### src/rtl/highscore_pkg.sv
// Shared types and constants for the top-N high-score table.
// The seed list is only used when HIGHSCORE_SEED_EN is defined.
package highscore_pkg;

    typedef enum logic [2:0] {
        IDLE,
        SEARCH,
        SHIFT,
        WRITE,
        DONE
    } hs_state_t;

    localparam int HS_SCORE_W   = 8;
    localparam int HS_DEPTH     = 5;
    localparam int HS_RANK_NONE = 0;

    // Seed values are listed best-first; positions past the list reset to 0.
    localparam int HS_SEED_LEN            = 5;
    localparam int HS_SEED [HS_SEED_LEN]  = '{141, 33, 20, 15, 11};

endpackage

### src/rtl/highscore_table_if.sv
// Request/response handshake between the game-over logic and the high-score table.
interface highscore_table_if
    import highscore_pkg::*;
#(
    parameter int SCORE_W = HS_SCORE_W,
    parameter int DEPTH   = HS_DEPTH
);
    localparam int RANK_W = $clog2(DEPTH + 1);

    logic               update;
    logic [SCORE_W-1:0] curr_score;
    logic               busy;
    logic               done;
    logic [RANK_W-1:0]  rank;

    modport master (output update, curr_score, input busy, done, rank);
    modport slave  (input update, curr_score, output busy, done, rank);

endinterface

### src/rtl/highscore_table.sv
// Sequential top-N high-score table: one compare or one shift per clock.
// Define HIGHSCORE_SEED_EN to reset the table to the package seed list instead of zeros.
module highscore_table
    import highscore_pkg::*;
#(
    parameter int SCORE_W = HS_SCORE_W,
    parameter int DEPTH   = HS_DEPTH,
    parameter int IDX_W   = $clog2(DEPTH),
    parameter int RANK_W  = $clog2(DEPTH + 1)
) (
    input  logic                     clk,
    input  logic                     reset,
    highscore_table_if.slave         hs,
    input  logic [IDX_W-1:0]         rd_idx,
    output logic [SCORE_W-1:0]       rd_score,
    output logic [DEPTH*SCORE_W-1:0] hi_flat
);

    localparam logic [IDX_W-1:0] LAST_IDX = IDX_W'(DEPTH - 1);

    hs_state_t          state_reg;
    logic [SCORE_W-1:0] cand_reg;
    logic [IDX_W-1:0]   idx_reg;
    logic [IDX_W-1:0]   pos_reg;
    logic               busy_reg;
    logic               done_reg;
    logic [RANK_W-1:0]  rank_reg;

    logic [SCORE_W-1:0] entry [DEPTH];

    // Each entry owns its register; it only moves on a SHIFT aimed at it or the final WRITE.
    genvar gi;
    generate
        for (gi = 0; gi < DEPTH; gi++) begin : g_entry
            logic [SCORE_W-1:0] score_reg;
            logic [SCORE_W-1:0] rst_val;
            logic [SCORE_W-1:0] prev;

`ifdef HIGHSCORE_SEED_EN
            if (gi < HS_SEED_LEN) begin : g_seed
                assign rst_val = SCORE_W'(HS_SEED[gi]);
            end else begin : g_zero
                assign rst_val = '0;
            end
`else
            assign rst_val = '0;
`endif

            if (gi == 0) begin : g_top
                assign prev = score_reg;
            end else begin : g_below
                assign prev = entry[gi-1];
            end

            always_ff @(posedge clk) begin
                if (reset) begin
                    score_reg <= rst_val;
                end else if (state_reg == SHIFT && idx_reg == IDX_W'(gi)) begin
                    score_reg <= prev;
                end else if (state_reg == WRITE && pos_reg == IDX_W'(gi)) begin
                    score_reg <= cand_reg;
                end
            end

            assign entry[gi]                          = score_reg;
            assign hi_flat[gi*SCORE_W +: SCORE_W]     = score_reg;
        end
    endgenerate

    assign rd_score = (32'(rd_idx) < DEPTH) ? entry[rd_idx] : '0;

    always_ff @(posedge clk) begin
        if (reset) begin
            state_reg <= IDLE;
            cand_reg  <= '0;
            idx_reg   <= '0;
            pos_reg   <= '0;
            busy_reg  <= 1'b0;
            done_reg  <= 1'b0;
            rank_reg  <= RANK_W'(HS_RANK_NONE);
        end else begin
            done_reg <= 1'b0;
            case (state_reg)
                IDLE: begin
                    if (hs.update) begin
                        cand_reg  <= hs.curr_score;
                        idx_reg   <= '0;
                        busy_reg  <= 1'b1;
                        state_reg <= SEARCH;
                    end
                end
                SEARCH: begin
                    // Strict compare: an equal score stays below the incumbent.
                    if (cand_reg > entry[idx_reg]) begin
                        pos_reg <= idx_reg;
                        if (idx_reg == LAST_IDX) begin
                            state_reg <= WRITE;
                        end else begin
                            idx_reg   <= LAST_IDX;
                            state_reg <= SHIFT;
                        end
                    end else if (idx_reg == LAST_IDX) begin
                        rank_reg  <= RANK_W'(HS_RANK_NONE);
                        done_reg  <= 1'b1;
                        state_reg <= DONE;
                    end else begin
                        idx_reg <= idx_reg + IDX_W'(1);
                    end
                end
                SHIFT: begin
                    if ((idx_reg - IDX_W'(1)) == pos_reg) begin
                        state_reg <= WRITE;
                    end else begin
                        idx_reg <= idx_reg - IDX_W'(1);
                    end
                end
                WRITE: begin
                    rank_reg  <= RANK_W'(pos_reg) + RANK_W'(1);
                    done_reg  <= 1'b1;
                    state_reg <= DONE;
                end
                DONE: begin
                    busy_reg  <= 1'b0;
                    state_reg <= IDLE;
                end
                default: begin
                    busy_reg  <= 1'b0;
                    state_reg <= IDLE;
                end
            endcase
        end
    end

    assign hs.busy = busy_reg;
    assign hs.done = done_reg;
    assign hs.rank = rank_reg;

endmodule
### src/flat_wrapper.sv
// flat-port wrapper written by rule: the top's interface ports become plain ports
module highscore_table_flat import highscore_pkg::*;
#(
    parameter int SCORE_W = HS_SCORE_W,
    parameter int DEPTH   = HS_DEPTH,
    parameter int IDX_W   = $clog2(DEPTH),
    parameter int RANK_W  = $clog2(DEPTH + 1)
)
  (clk, reset, rd_idx, rd_score, hi_flat, hs_update, hs_curr_score, hs_busy, hs_done, hs_rank);
  highscore_table_if #(.SCORE_W(SCORE_W), .DEPTH(DEPTH)) hs_i ();
  input  logic clk;
  input  logic reset;
  input  logic [IDX_W-1:0] rd_idx;
  output logic [SCORE_W-1:0] rd_score;
  output logic [DEPTH*SCORE_W-1:0] hi_flat;
  input wire logic [$bits(hs_i.update)-1:0] hs_update;
  input wire logic [$bits(hs_i.curr_score)-1:0] hs_curr_score;
  output wire logic [$bits(hs_i.busy)-1:0] hs_busy;
  output wire logic [$bits(hs_i.done)-1:0] hs_done;
  output wire logic [$bits(hs_i.rank)-1:0] hs_rank;
  assign hs_i.update = hs_update;
  assign hs_i.curr_score = hs_curr_score;
  assign hs_busy = hs_i.busy;
  assign hs_done = hs_i.done;
  assign hs_rank = hs_i.rank;
  highscore_table #(.SCORE_W(SCORE_W), .DEPTH(DEPTH), .IDX_W(IDX_W), .RANK_W(RANK_W)) u_core (.clk(clk), .reset(reset), .hs(hs_i), .rd_idx(rd_idx), .rd_score(rd_score), .hi_flat(hi_flat));
endmodule
### config.mk
export PLATFORM = sky130hd
export DESIGN_NAME = highscore_table_flat
export DESIGN_NICKNAME = d
export VERILOG_FILES = /design/src/rtl/highscore_pkg.sv /design/src/rtl/highscore_table_if.sv /design/src/rtl/highscore_table.sv /design/src/flat_wrapper.sv
export SDC_FILE = /design/constraint.sdc
export NUM_CORES = 1
export LEC_CHECK = 0
export ABC_CLOCK_PERIOD_IN_PS = 7900
export CAP_MARGIN = 20
export CORE_AREA = 2 2 94 96
export CTS_CLUSTER_SIZE = 24
export DETAILED_ROUTE_END_ITERATION = 6
export DIE_AREA = 0 0 96 98
export GPL_ROUTABILITY_DRIVEN = 0
export PLACE_DENSITY = 0.68
export SYNTH_ARGS = -nofsm -noshare
export SYNTH_HDL_FRONTEND = slang
export SYNTH_SLANG_ARGS = --single-unit
### constraint.sdc
create_clock -name clk -period 7.9 [get_ports clk]
set_input_delay 1.58 -clock clk [delete_from_list [all_inputs] [get_ports clk]]
set_output_delay 1.58 -clock clk [all_outputs]
set_load 0.03 [all_outputs]
==> key figures <==
Worst setup path
  – Setup crit start kind: input pin
  – R2R Setup Slk: 4.41 ns
  – Cells on worst reg2reg path: 9
  – Reg2reg end: u_core.pos_reg[2]
  – Reg2reg start: u_core.idx_reg[2]
  – Max FO, Critical Path: 17
  – Crit. End Element: output pin
  – CP Data Required Time: 6.32 ns
  – Worst EP arrival: 4.22 ns
  – Critical path launch point: rd_idx[0]
  – CP Class: in -> out

Power
  – P_int: 691.6 uW
  – Tot Pwr: 1.053 mW
  – Power share of the clock group: 0.343
  – Worst VDD drop: 0.1377 mV
  – Power share of the combinational group: 0.278
  – Sequential share of power: 0.379
  – Leak Pwr: 1.583 nW
  – Power Density: 230.3 mW/mm^2
  – Net Sw Frac: 0.3431
  – Switching pwr: 361.2 uW

Route
  – Final wirelength: 10990 um
  – DR pass1 iterations: 5
  – Via count: 3587
  – Routed length per instance: 18.60 um
  – Vias/cell: 6.069
  – Post-route DRC: 0
  – Final antenna-violating net count: 0
  – Initial DRC Count: 294

Floorplanning
  – Die ar.: 0.009408 sq mm
  – Top-Level Pins: 67
  – Core area: 0.008466 sq mm
  – Die Span X: 96 um
  – FP Rows: 34
  – Die Height: 98 um
  – Initial Util: 0.4367

Worst hold path
  – HP Start: u_core.g_entry[2].score_reg[1]
  – Hold path depth: 2
  – Worst min path class: reg -> reg
  – Hold Path End: u_core.g_entry[2].score_reg[1]

Global route
  – Largest net degree at the start of global routing: 60
  – GRT Total Usage: 0.2439
  – Grt ovf: 0
  – Vias in the first global route: 3394
  – First-pass GRT wire length: 17830 um
  – Antenna violations before repair: 0

Timing
  – RSZ-0062 raised after global routing: no
  – Slew Limit Fails: 0
  – Final worst slack: 2.102 ns
  – Max Fclk: 172.5 MHz
  – Rel. slew slack: 0.2601
  – Final Hold Viols: 0
  – Final period util: 0.7340
  – Skew final: 0.01294 ns
  – Fin Setup TNS: 0 ns
  – Slew @ Worst Pin: 1.110 ns
  – Final setup fails: 0
  – Min Tclk post-route: 5.798 ns

Cells and area
  – Max FFs per register: 32
  – Final Util: 0.5401
  – Layout cells sized above 1: 0.07660
  – Nets@finish: 512
  – Antenna cell count: 0
  – Synthesis-to-layout area growth: 23.65%

Synth
  – Post-Synthesis Cells: 432
  – Mapped Avg Cell Area: 8.559 sq um
  – Yosys warns: 0
  – Register area share after synthesis: 0.3357
  – EDFF count, synth: 0
  – Synthesized cell area: 0.003697 sq mm
  – #FFs+latches synth: 62
  – Distinct cells, synth: 56
  – Ys async rst share: 0
  – Synthesized Nets: 465
  – Top_reg_cell synth: dfxtp_1

Clock network
  – Hold Buf Count CTS: 0
  – Clock transition at the registers of the reported paths: 0.07 ns
  – H-tree Lvls: 3
  – CTS Buffer Depth: 2
  – CTS buffer count: 9
  – CTS tree: built
  – Post_cts resized: 0
  – Clk_lat worst skew: 0.35 ns
  – Root Buffer: clkbuf_8
  – Post-CTS Setup Inserts: 0
  – CTS sink count: 62

Place
  – Port Buffers: 66
  – Pre-CTS WS: 2.167 ns
  – Post-DP HPWL: 8128 um

Run status
  – Outcome: finished, final reports clean

Job
  – Number of max-cap violations: 0
## cell type report
class / count / area, sq um
sequential: 62 / 1241
clock inverter: 3 / 90.09
multi-input combinational: 327 / 2236
fill: 773 / 3894
timing repair buffer: 66 / 655.6
tap: 108 / 135.1
inverter: 13 / 48.80
clock buffer: 12 / 165.2
## synth_stat cells, types with 2 or more instances
| master | count | area share |
|---|---|---|
| a31oi_1 | 4 | 0.0068 |
| mux2i_1 | 27 | 0.073 |
| buf_6 | 2 | 0.0061 |
| and3_1 | 2 | 0.0034 |
| dfxtp_1 | 62 | 0.34 |
| buf_1 | 5 | 0.0051 |
| inv_1 | 13 | 0.013 |
| buf_4 | 5 | 0.010 |
| nor2b_1 | 2 | 0.0034 |
| o22ai_1 | 10 | 0.017 |
| buf_2 | 7 | 0.0095 |
| nor2_2 | 2 | 0.0034 |
| a211oi_1 | 10 | 0.020 |
| a21boi_0 | 3 | 0.0061 |
| nand2_1 | 66 | 0.067 |
| nand3_1 | 25 | 0.034 |
| o21ai_0 | 2 | 0.0027 |
| ha_1 | 19 | 0.064 |
| nor2_1 | 38 | 0.039 |
| xor2_1 | 2 | 0.0047 |
| a21oi_1 | 36 | 0.049 |
| nand2b_1 | 5 | 0.0085 |
| nand4_1 | 3 | 0.0051 |
| mux4_2 | 8 | 0.049 |
| a22oi_1 | 14 | 0.028 |
| nor3_1 | 5 | 0.0068 |
| clkbuf_1 | 8 | 0.0081 |
| a311oi_1 | 19 | 0.045 |
## power groups by stage
stage	Clock [mW]	Combinational, mW	Sequential [mW]
2_1_floorplan	0	0.244	0.381
3_3_place_gp	0	0.281	0.404
3_5_place_dp	0	0.288	0.405
4_1_cts	0.366	0.290	0.398
5_1_grt	0.377	0.323	0.404
6_report	0.361	0.293	0.399
## worst max path at each step
| stage | to |
|---|---|
| after CTS | rd_score[0] |
| after floorplan | rd_score[0] |
| final | rd_score[4] |
| after global routing | rd_score[0] |
| after global placement | rd_score[7] |
| after detailed placement | rd_score[1] |
## routing by layer
| metal | track usage | wire (um) | vias to the layer above |
|---|---|---|---|
| li1 | - | - | 1682 |
| met2 | 0.3889 | 5292 | 151 |
| met5 | 0 | 0 | - |
| met1 | 0.3238 | 4763 | 1732 |
| met4 | 0.09341 | 259 | 0 |
| met3 | 0.04707 | 676 | 22 |
## kinds of logic after synthesis
group	Yosys count	synth area share
AND/OR/NAND/NOR	158	0.1973
AO/OA/AOI/OAI	111	0.2081
flip-flops	62	0.3357
buffers and inverters	43	0.05956
multiplexers	35	0.1218
adder cells (fa/ha/maj)	19	0.06430
XOR/XNOR	4	0.01320
## worst max-delay path: stages
cell and delay (ns):
clkdlybuf4s50_1 0.95, nor2b_1 0.56, a21oi_1 0.13, o22ai_1 0.26
clkdlybuf4s50_1 0.73
## metrics by stage
| stage | instance area [sq um] | hold WS (ns) | std cells |
|---|---|---|---|
| 2_1_floorplan | 3697 | 0.4905 | 432 |
| 3_3_place_gp | 4317 | 0.5145 | 576 |
| 3_5_place_dp | 4317 | 0.5167 | 576 |
| 4_1_cts | 4572 | 0.5266 | 591 |
| 5_1_grt | 4572 | 0.5536 | 591 |
| 6_report | 4572 | 0.5287 | 591 |
## cell usage in the layout, fill, tap and decap left out, drive strengths merged, types with 2 or more instances in the layout
| cell type | n |
|---|---|
| nand4 | 3 |
| clkbuf | 12 |
| bufinv | 3 |
| dfxtp | 62 |
| and3b | 2 |
| a21boi | 3 |
| a31oi | 4 |
| nand2b | 6 |
| xor2 | 2 |
| nor2b | 2 |
| o22ai | 10 |
| mux4 | 8 |
| mux2i | 27 |
| ha | 19 |
| inv | 13 |
| and3 | 2 |
| nand2 | 66 |
| a211oi | 10 |
| o21ai | 3 |
| clkdlybuf4s50 | 65 |
| a21oi | 37 |
| a22oi | 14 |
| nand3 | 26 |
| nor3 | 5 |
| a311oi | 20 |
| nor2 | 40 |
Power figures use the tool's default switching activity.
